$ cat config.mk
export PLATFORM = sky130hd
export DESIGN_NAME = opamp_seq_ctrl
export DESIGN_NICKNAME = d
export VERILOG_FILES = /design/src/rtl/opamp_seq_ctrl.sv
export SDC_FILE = /design/constraint.sdc
export NUM_CORES = 1
export LEC_CHECK = 0
export CORE_UTILIZATION = 51
export CTS_BUF_LIST = sky130_fd_sc_hd__clkbuf_4 sky130_fd_sc_hd__clkbuf_8
export CTS_CLUSTER_SIZE = 14
export DETAILED_ROUTE_END_ITERATION = 7
export HOLD_SLACK_MARGIN = 0.12
export PLACE_DENSITY_LB_ADDON = 0.1
export SETUP_SLACK_MARGIN = 0.02
export SLEW_MARGIN = 40
export SYNTH_ARGS = -nofsm -noshare
export SYNTH_HDL_FRONTEND = slang
export SYNTH_SLANG_ARGS = --single-unit
export TNS_END_PERCENT = 100
$ cat constraint.sdc
create_clock -name wb_clk_i -period 4.92 [get_ports wb_clk_i]
set_input_delay 0.492 -clock wb_clk_i [delete_from_list [all_inputs] [get_ports wb_clk_i]]
set_output_delay 0.492 -clock wb_clk_i [all_outputs]
set_load 0.01 [all_outputs]
$ cat src/rtl/opamp_seq_ctrl.sv
// Wishbone power sequencer for the cascode opamp and its analog pads 12..17.
// Optional RUN-time counter at index 4 when OPAMP_SEQ_RUNCNT_EN is defined.
module opamp_seq_ctrl #(
    parameter logic [31:0]      BASE_ADDR     = 32'h3000_0100,
    parameter int unsigned      DLY_W         = 16,
    parameter logic [DLY_W-1:0] DEFAULT_DELAY = 16'd100
) (
    input  logic        wb_clk_i,
    input  logic        wb_rst_ni,
    input  logic        wbs_cyc_i,
    input  logic        wbs_stb_i,
    input  logic        wbs_we_i,
    input  logic [3:0]  wbs_sel_i,
    input  logic [31:0] wbs_adr_i,
    input  logic [31:0] wbs_dat_i,
    output logic [31:0] wbs_dat_o,
    output logic        wbs_ack_o,
    output logic [5:0]  pad_oeb_o,
    output logic [1:0]  bias_en_o,
    output logic        ib_en_o,
    output logic        in_en_o,
    output logic        ready_o,
    output logic        irq_o
);

    typedef enum logic [2:0] {
        S_OFF     = 3'd0,
        S_ISOLATE = 3'd1,
        S_BIAS    = 3'd2,
        S_CURRENT = 3'd3,
        S_INPUTS  = 3'd4,
        S_RUN     = 3'd5,
        S_SD_IN   = 3'd6,
        S_SD_IB   = 3'd7
    } state_e;

    state_e           state_q, state_d;
    logic [DLY_W-1:0] cnt_q;
    logic [DLY_W-1:0] delay_q, delay_d;
    logic [1:0]       ctrl_q, ctrl_d;
    logic [5:0]       pad_cfg_q, pad_cfg_d;
    logic             pend_q, pend_d;
    logic             ack_q;
    logic [31:0]      dat_q, rdata;
    logic [5:0]       pad_q, pad_d;
    logic [1:0]       bias_q, bias_d;
    logic             ib_q, ib_d, in_q, in_d, ready_q, ready_d, irq_q;

    logic        wb_hit, wb_acc, wb_wr, irq_set, irq_clr, enable, cnt_zero;
    logic [2:0]  idx;
    logic [31:0] wmask, wdat;

    assign wb_hit   = wbs_cyc_i & wbs_stb_i & (wbs_adr_i[31:5] == BASE_ADDR[31:5]);
    assign wb_acc   = wb_hit & ~ack_q;
    assign wb_wr    = wb_acc & wbs_we_i;
    assign idx      = wbs_adr_i[4:2];
    assign wmask    = {{8{wbs_sel_i[3]}}, {8{wbs_sel_i[2]}}, {8{wbs_sel_i[1]}}, {8{wbs_sel_i[0]}}};
    assign wdat     = wbs_dat_i & wmask;
    assign enable   = ctrl_q[0];
    assign cnt_zero = (cnt_q == '0);

`ifdef OPAMP_SEQ_RUNCNT_EN
    logic [31:0] runcnt_q;
    always_ff @(posedge wb_clk_i or negedge wb_rst_ni) begin
        if (!wb_rst_ni)
            runcnt_q <= '0;
        else if (state_d == S_RUN && state_q != S_RUN)
            runcnt_q <= '0;
        else if (state_q == S_RUN && runcnt_q != 32'hFFFF_FFFF)
            runcnt_q <= runcnt_q + 32'd1;
    end
`endif

    always_comb begin
        ctrl_d    = ctrl_q;
        delay_d   = delay_q;
        pad_cfg_d = pad_cfg_q;
        if (wb_wr) begin
            case (idx)
                3'd0:    ctrl_d    = (ctrl_q & ~wmask[1:0]) | wdat[1:0];
                3'd1:    delay_d   = (delay_q & ~wmask[DLY_W-1:0]) | wdat[DLY_W-1:0];
                3'd3:    pad_cfg_d = (pad_cfg_q & ~wmask[5:0]) | wdat[5:0];
                default: ;
            endcase
        end
        // A completion event in the same cycle as a W1C keeps the flag set.
        irq_set = (state_d == S_RUN && state_q != S_RUN) ||
                  (state_q == S_SD_IB && state_d == S_OFF);
        irq_clr = wb_wr && (idx == 3'd2) && wdat[4];
        pend_d  = irq_set | (pend_q & ~irq_clr);
    end

    always_comb begin
        rdata = '0;
        case (idx)
            3'd0: rdata = {30'd0, ctrl_q};
            3'd1: rdata = 32'(delay_q);
            3'd2: rdata = {27'd0, pend_q, ready_q, state_q};
            3'd3: rdata = {26'd0, pad_cfg_q};
`ifdef OPAMP_SEQ_RUNCNT_EN
            3'd4: rdata = runcnt_q;
`endif
            default: rdata = '0;
        endcase
    end

    // Aborts take priority over the settle timer in the power-up states.
    always_comb begin
        state_d = state_q;
        case (state_q)
            S_OFF:     if (enable) state_d = S_ISOLATE;
            S_ISOLATE: if (!enable) state_d = S_OFF;     else if (cnt_zero) state_d = S_BIAS;
            S_BIAS:    if (!enable) state_d = S_OFF;     else if (cnt_zero) state_d = S_CURRENT;
            S_CURRENT: if (!enable) state_d = S_SD_IB;   else if (cnt_zero) state_d = S_INPUTS;
            S_INPUTS:  if (!enable) state_d = S_SD_IN;   else if (cnt_zero) state_d = S_RUN;
            S_RUN:     if (!enable) state_d = S_SD_IN;
            S_SD_IN:   if (cnt_zero) state_d = S_SD_IB;
            S_SD_IB:   if (cnt_zero) state_d = S_OFF;
            default:   state_d = S_OFF;
        endcase
    end

    always_comb begin
        pad_d   = 6'h3F;
        bias_d  = 2'b00;
        ib_d    = 1'b0;
        in_d    = 1'b0;
        ready_d = 1'b0;
        case (state_d)
            S_BIAS:    bias_d = 2'b11;
            S_CURRENT: begin bias_d = 2'b11; ib_d = 1'b1; end
            S_INPUTS:  begin bias_d = 2'b11; ib_d = 1'b1; in_d = 1'b1; end
            S_RUN: begin
                bias_d  = 2'b11;
                ib_d    = 1'b1;
                in_d    = 1'b1;
                pad_d   = pad_cfg_q;
                ready_d = 1'b1;
            end
            S_SD_IN:   begin bias_d = 2'b11; ib_d = 1'b1; end
            S_SD_IB:   bias_d = 2'b11;
            default:   ;
        endcase
    end

    always_ff @(posedge wb_clk_i or negedge wb_rst_ni) begin
        if (!wb_rst_ni) begin
            state_q   <= S_OFF;
            cnt_q     <= '0;
            ctrl_q    <= 2'b00;
            delay_q   <= DEFAULT_DELAY;
            pad_cfg_q <= 6'h3F;
            pend_q    <= 1'b0;
            ack_q     <= 1'b0;
            dat_q     <= '0;
            pad_q     <= 6'h3F;
            bias_q    <= 2'b00;
            ib_q      <= 1'b0;
            in_q      <= 1'b0;
            ready_q   <= 1'b0;
            irq_q     <= 1'b0;
        end else begin
            state_q   <= state_d;
            // Settle counter reloads from DELAY on every state change.
            if (state_d != state_q)
                cnt_q <= delay_q;
            else if (!cnt_zero)
                cnt_q <= cnt_q - 1'b1;
            ctrl_q    <= ctrl_d;
            delay_q   <= delay_d;
            pad_cfg_q <= pad_cfg_d;
            pend_q    <= pend_d;
            ack_q     <= wb_acc;
            dat_q     <= wb_acc ? rdata : 32'd0;
            pad_q     <= pad_d;
            bias_q    <= bias_d;
            ib_q      <= ib_d;
            in_q      <= in_d;
            ready_q   <= ready_d;
            irq_q     <= pend_d & ctrl_d[1];
        end
    end

    assign wbs_ack_o = ack_q;
    assign wbs_dat_o = dat_q;
    assign pad_oeb_o = pad_q;
    assign bias_en_o = bias_q;
    assign ib_en_o   = ib_q;
    assign in_en_o   = in_q;
    assign ready_o   = ready_q;
    assign irq_o     = irq_q;

endmodule

# == After elaboration in Yosys (flattened, before gate mapping) ==
# Index checks and enable logic that the tools add are counted.
# totals
elab_cells,94
register_bits,89
output_inout_bits,45
# op_classes
muxes,24
addsub,1
n_reduce_logical,15
bitwise_logic,19
eq_ne,20
# op_table
operator,count
$pmux 16 s4,1
$mux 3,12
$and 16x16->16,2
$mux 16,2
$mux 32,1
$eq 27x25->1 const B,1
$eq 3x3->1 const B,8
$pmux 3 s8,1
$eq 3x2->1 const B,6
$logic_not 16->1,1
$not 16->16,1
$or 16x16->16,1
$sub 16x1->16 const B,1
$logic_not 3->1,3
$and 1x1->1,6
$and 6x6->6,1
$eq 3x1->1 const B,2
$mux 2,3
$mux 6,1
$not 6->6,1
$or 6x6->6,1
$reduce_and 2->1,3
$reduce_or 6->1,1
$logic_and 1x1->1,4
other kinds (12),15

# == Longest topological paths before layout ==
# depth
ltp_word,10
mapped_depth,10
ltp_nobuf,8

# == Least setup slack after synthesis ==
# Ideal clock, no wire load.
# synth_timing
path_type,register to register
start,register cnt_q[0]
end,register cnt_q[10]
required_ns,4.795
arrival_time_ns,2.700
path_buffers,3
path_stages_with_launch,11
slack_ns,2.095
cell_sequence,dfrtp_1 -> inv_1 -> ha_1 -> or3b_2 -> nand3b_4 -> or3_1 -> buf_6 -> a311o_1 -> buf_6 -> buf_12 -> mux2_4
# synth_between
elab_chain_len,6
# synth_rtl
item,line,rtl
start: declaration,38,logic [DLY_W-1:0] cnt_q;
start signal: assignment,166,cnt_q <= delay_q;
start signal: assignment,168,cnt_q <= cnt_q - 1'b1;
$logic_not 16->1,60,assign cnt_zero = (cnt_q == '0);
$mux 3 (on tied branches) (2 in series),-,
$pmux 3 s8,110,case (state_q)
$ne 3x3->1,165,if (state_d != state_q)
$ne 2x1->1 (no line) or $mux 16 (tied branches),-,
# Parallel ways exist; a longest one is shown, timed or not. The select of a mux whose other input is x is not followed.
# A chain may end at the register's enable or synchronous reset.

# == Worst setup path in the final report ==
# layout_timing
start,register cnt_q[0]
end,register cnt_q[12]
# Same word-level chain as after synthesis.

==> impl_results.md <==
* Outcome: completed
* Total Wirelength at 6820 um
* Seq/Total Area, Yosys at 0.523
* Drt drc at 0
* Diode count at 0
* Combinational share of power at 0.064
* Worst setup SP type: flip-flop
* Post-CTS Setup Bufs at 0
* Row cnt at 29
* Global-route wire length before repair at 11,300 um
* Vias per cell at 5.38
* Chip Height at 84.6 um
* Wirelength per Cell at 15.1 um
* Worst Path Arrival at 3300 ps
* Mapped Area at 3480 um2
* DRT antenna net count at 0
* Final TNS setup at 0 ps
* Post-DP HPWL at 4860 um
* VDD IR max at 0.138 mV
* Mapped Cells at 289
* Cells on worst reg2reg path at 7
* CP peak stage delay at 640 ps
* Setup slack, reg-to-reg at 1850 ps
* Root Buffer: clkbuf_8
* Area Growth Syn to Fin at 27.4%
* Unrepaired setup endpoints after global routing: false
* Nets@finish at 443
* Crit-path leading delay family: simple AND/OR/NAND/NOR gates
* Boundary pin count at 118
* Placed Area at 4260 um2
* Number of stages on the worst setup path at 7
* Met3 Use GR at 0.0629
* EDFF count, synth at 0
* Share of total power in sequential cells at 0.552
* Yosys Warn Count at 0
* Die area at 7160 um2
* H-tree Lvls at 3
* Data required time of the worst path at 5150 ps
* PwrDens at 242 nW/um2
* Clk sink count at 72
* Synth async-reset ratio at 1.00
* Leakage power at 2.13 nW
* Final setup viols at 0
* Worst Hold Class: input pin to asynchronous set/reset pin
* Core area at 6460 um2
* Clock Power Share at 0.384
* Worst-case clock buffer depth at 2
* CTS tree: yes
* Post-Layout Inst Area at 4430 um2
* Layout Skew at 8.33 ps
* Pre-antenna DRT Iters at 6
* Number of buffers created by CTS at 9
* Fin crit share at 0.623
* Grt total ovfl at 0
* Crit path cell chain: inv_1 -> ha_1 -> or3b_2 -> nand3b_4 -> or3_1 -> a311o_2 -> mux2_4
* Clk Latency, worst-skew pair at 340 ps
* Busiest layer in global routing: met2
* Starting DRC count in detailed routing at 123
* IO Port Bufs at 81
* Tightest Pin Transition at 690 ps
* Die width at 84.6 um
* Gp weighted congestion at 0.773
* Largest net degree at the start of global routing at 42
* Vias in the first global route at 2,409
* CP Buf/Inv Count at 1
* Met2 Use GR at 0.339
* CP max-delay cell: a311o_2
* Top FF cell, synth: dfrtp_1
* Crit path time final at 3070 ps
* GR Util met1 at 0.270
* Initial antenna violation count at 0
* Critical path type: flip-flop to flip-flop
* CTS-repair resized insts at 0
* Yosys reg bits at 72
* Via count at 2,425
* Initial Utilization at 0.539
* Endpoints failing hold at 0
* Switch share at 0.220
* Worst rel slew slack at 0.540
* GRT Total Usage at 0.209
* Syn avg cell area at 12.0 um2
* Post-CTS Hold Buffers at 0
* Fmax at 326 MHz
* Worst setup EP type: flip-flop
* Cell-internal power at 0.000837 W
* Clock slew at reported path FFs at 70 ps
* Ratio of cells with drive above 1 in the final layout at 0.235
* Critical Path Start: cnt_q[0]
* Synth cell types at 49
* Sw Pwr at 0.000237 W
* Total of max-cap violations at 0
* Reg2Reg Launch Point: cnt_q[0]
* CP max FO at 16
* Final Max Tran Viols at 0
[power groups by stage]
stage                     clock network, W  registers, W  logic [W]
final                             0.000412      0.000592  0.0000688
after global routing              0.000446      0.000592  0.0000755
after CTS                         0.000420      0.000592  0.0000699
after detailed placement                 0      0.000603  0.0000698
after global placement                   0      0.000603  0.0000692
after floorplan                          0      0.000603  0.0000224
[worst reg2reg max path, stage by stage (launching register included)]
cell	delay (ps)
dfrtp_1	410
inv_1	70
ha_1	170
or3b_2	510
nand3b_4	240
or3_1	530
a311o_2	650
mux2_4	380
[stage by stage]
step            util  hold slack [ps]  power, W  instances  setup slack [ps]
6_report       0.687              187   0.00107        451              1850
5_1_grt        0.687              229   0.00111        451              1770
4_1_cts        0.687              204   0.00108        451              1870
3_5_place_dp   0.660              495  0.000673        435              1840
3_3_place_gp   0.659              493  0.000672        435              1750
2_1_floorplan      -              196  0.000626        304              2090
[synth_stat cells (2+ instances only)]
master | n | area, um2
dfrtp_1 | 57 | 1430
mux2_2 | 34 | 383
nor2_1 | 21 | 78.8
buf_4 | 17 | 128
dfstp_2 | 15 | 394
and3_1 | 11 | 68.8
clkbuf_1 | 10 | 37.5
mux2_4 | 10 | 150
nand2_1 | 9 | 33.8
a21oi_1 | 8 | 40.0
nand2b_1 | 8 | 50.1
o21ai_0 | 8 | 40.0
nor4_1 | 7 | 43.8
xnor2_1 | 7 | 61.3
nor3_1 | 6 | 30.0
or3_1 | 5 | 31.3
xor2_1 | 5 | 43.8
and2_1 | 4 | 25.0
inv_1 | 4 | 15.0
nand3_1 | 4 | 20.0
a22oi_1 | 3 | 22.5
nand4_1 | 3 | 18.8
buf_6 | 2 | 22.5
mux4_2 | 2 | 45.0
nor2b_1 | 2 | 12.5
nor3b_1 | 2 | 15.0
nor4b_1 | 2 | 17.5
o31ai_1 | 2 | 15.0
[cells by family (layout without fill, tap and decap cells)]
kind of cell / count (synthesis) / count (layout) / synth area share
AOI/OAI and AO/OA: 29 / 29 / 0.0532
xor gates and xnor gates: 12 / 12 / 0.0302
adders and majority gates: 1 / 1 / 0.00360
buffers and inverters: 35 / 105 / 0.0654
DFF: 72 / 72 / 0.523
muxes: 47 / 47 / 0.169
other: 1 / 16 / 0.00108
and+or+nand+nor: 92 / 92 / 0.154
[path summary, 6_finish.rpt]
kind,end
setup reg to reg,cnt_q[12]
max in group asynchronous,asynchronous set/reset pin
min in group wb_clk_i,pad_oeb_o[4]
hold reg to reg,pad_oeb_o[4]
hold / removal,ready_o
setup / recovery,cnt_q[12]
[cells in the final DEF (no fill, tap or decap), drive strengths merged, types with 4 or more instances in the layout]
master / count
and2: 4
clkdlybuf4s50: 80
a21oi: 8
dfrtp: 57
nand3: 4
nor2: 21
xor2: 5
nand2: 9
nand2b: 8
clkbuf: 12
inv: 4
dfstp: 15
and3: 11
or3: 6
nor3: 7
buf: 5
o21ai: 8
nor4: 7
clkinv: 4
xnor2: 7
mux2: 44
conb: 16
[per-layer routing]
layer / part of all wire / vias to the layer above / wire, um
met3: 0.062 / 8 / 424
met1: 0.44 / 1177 / 2990
met5: 0 / - / 0
met4: 0.012 / 0 / 82
li1: - / 1150 / -
met2: 0.49 / 90 / 3320
[final cells by class]
type	instances	area, um2
Fill cell	509	2020
Sequential cell	72	1820
Multi-Input combinational cell	197	1490
Timing Repair Buffer	85	836
Clock buffer	12	153
Tap cell	77	96.3
Clock inverter	4	20.0
Inverter	4	15.0
No activity file was read; power rests on OpenSTA's default activity.
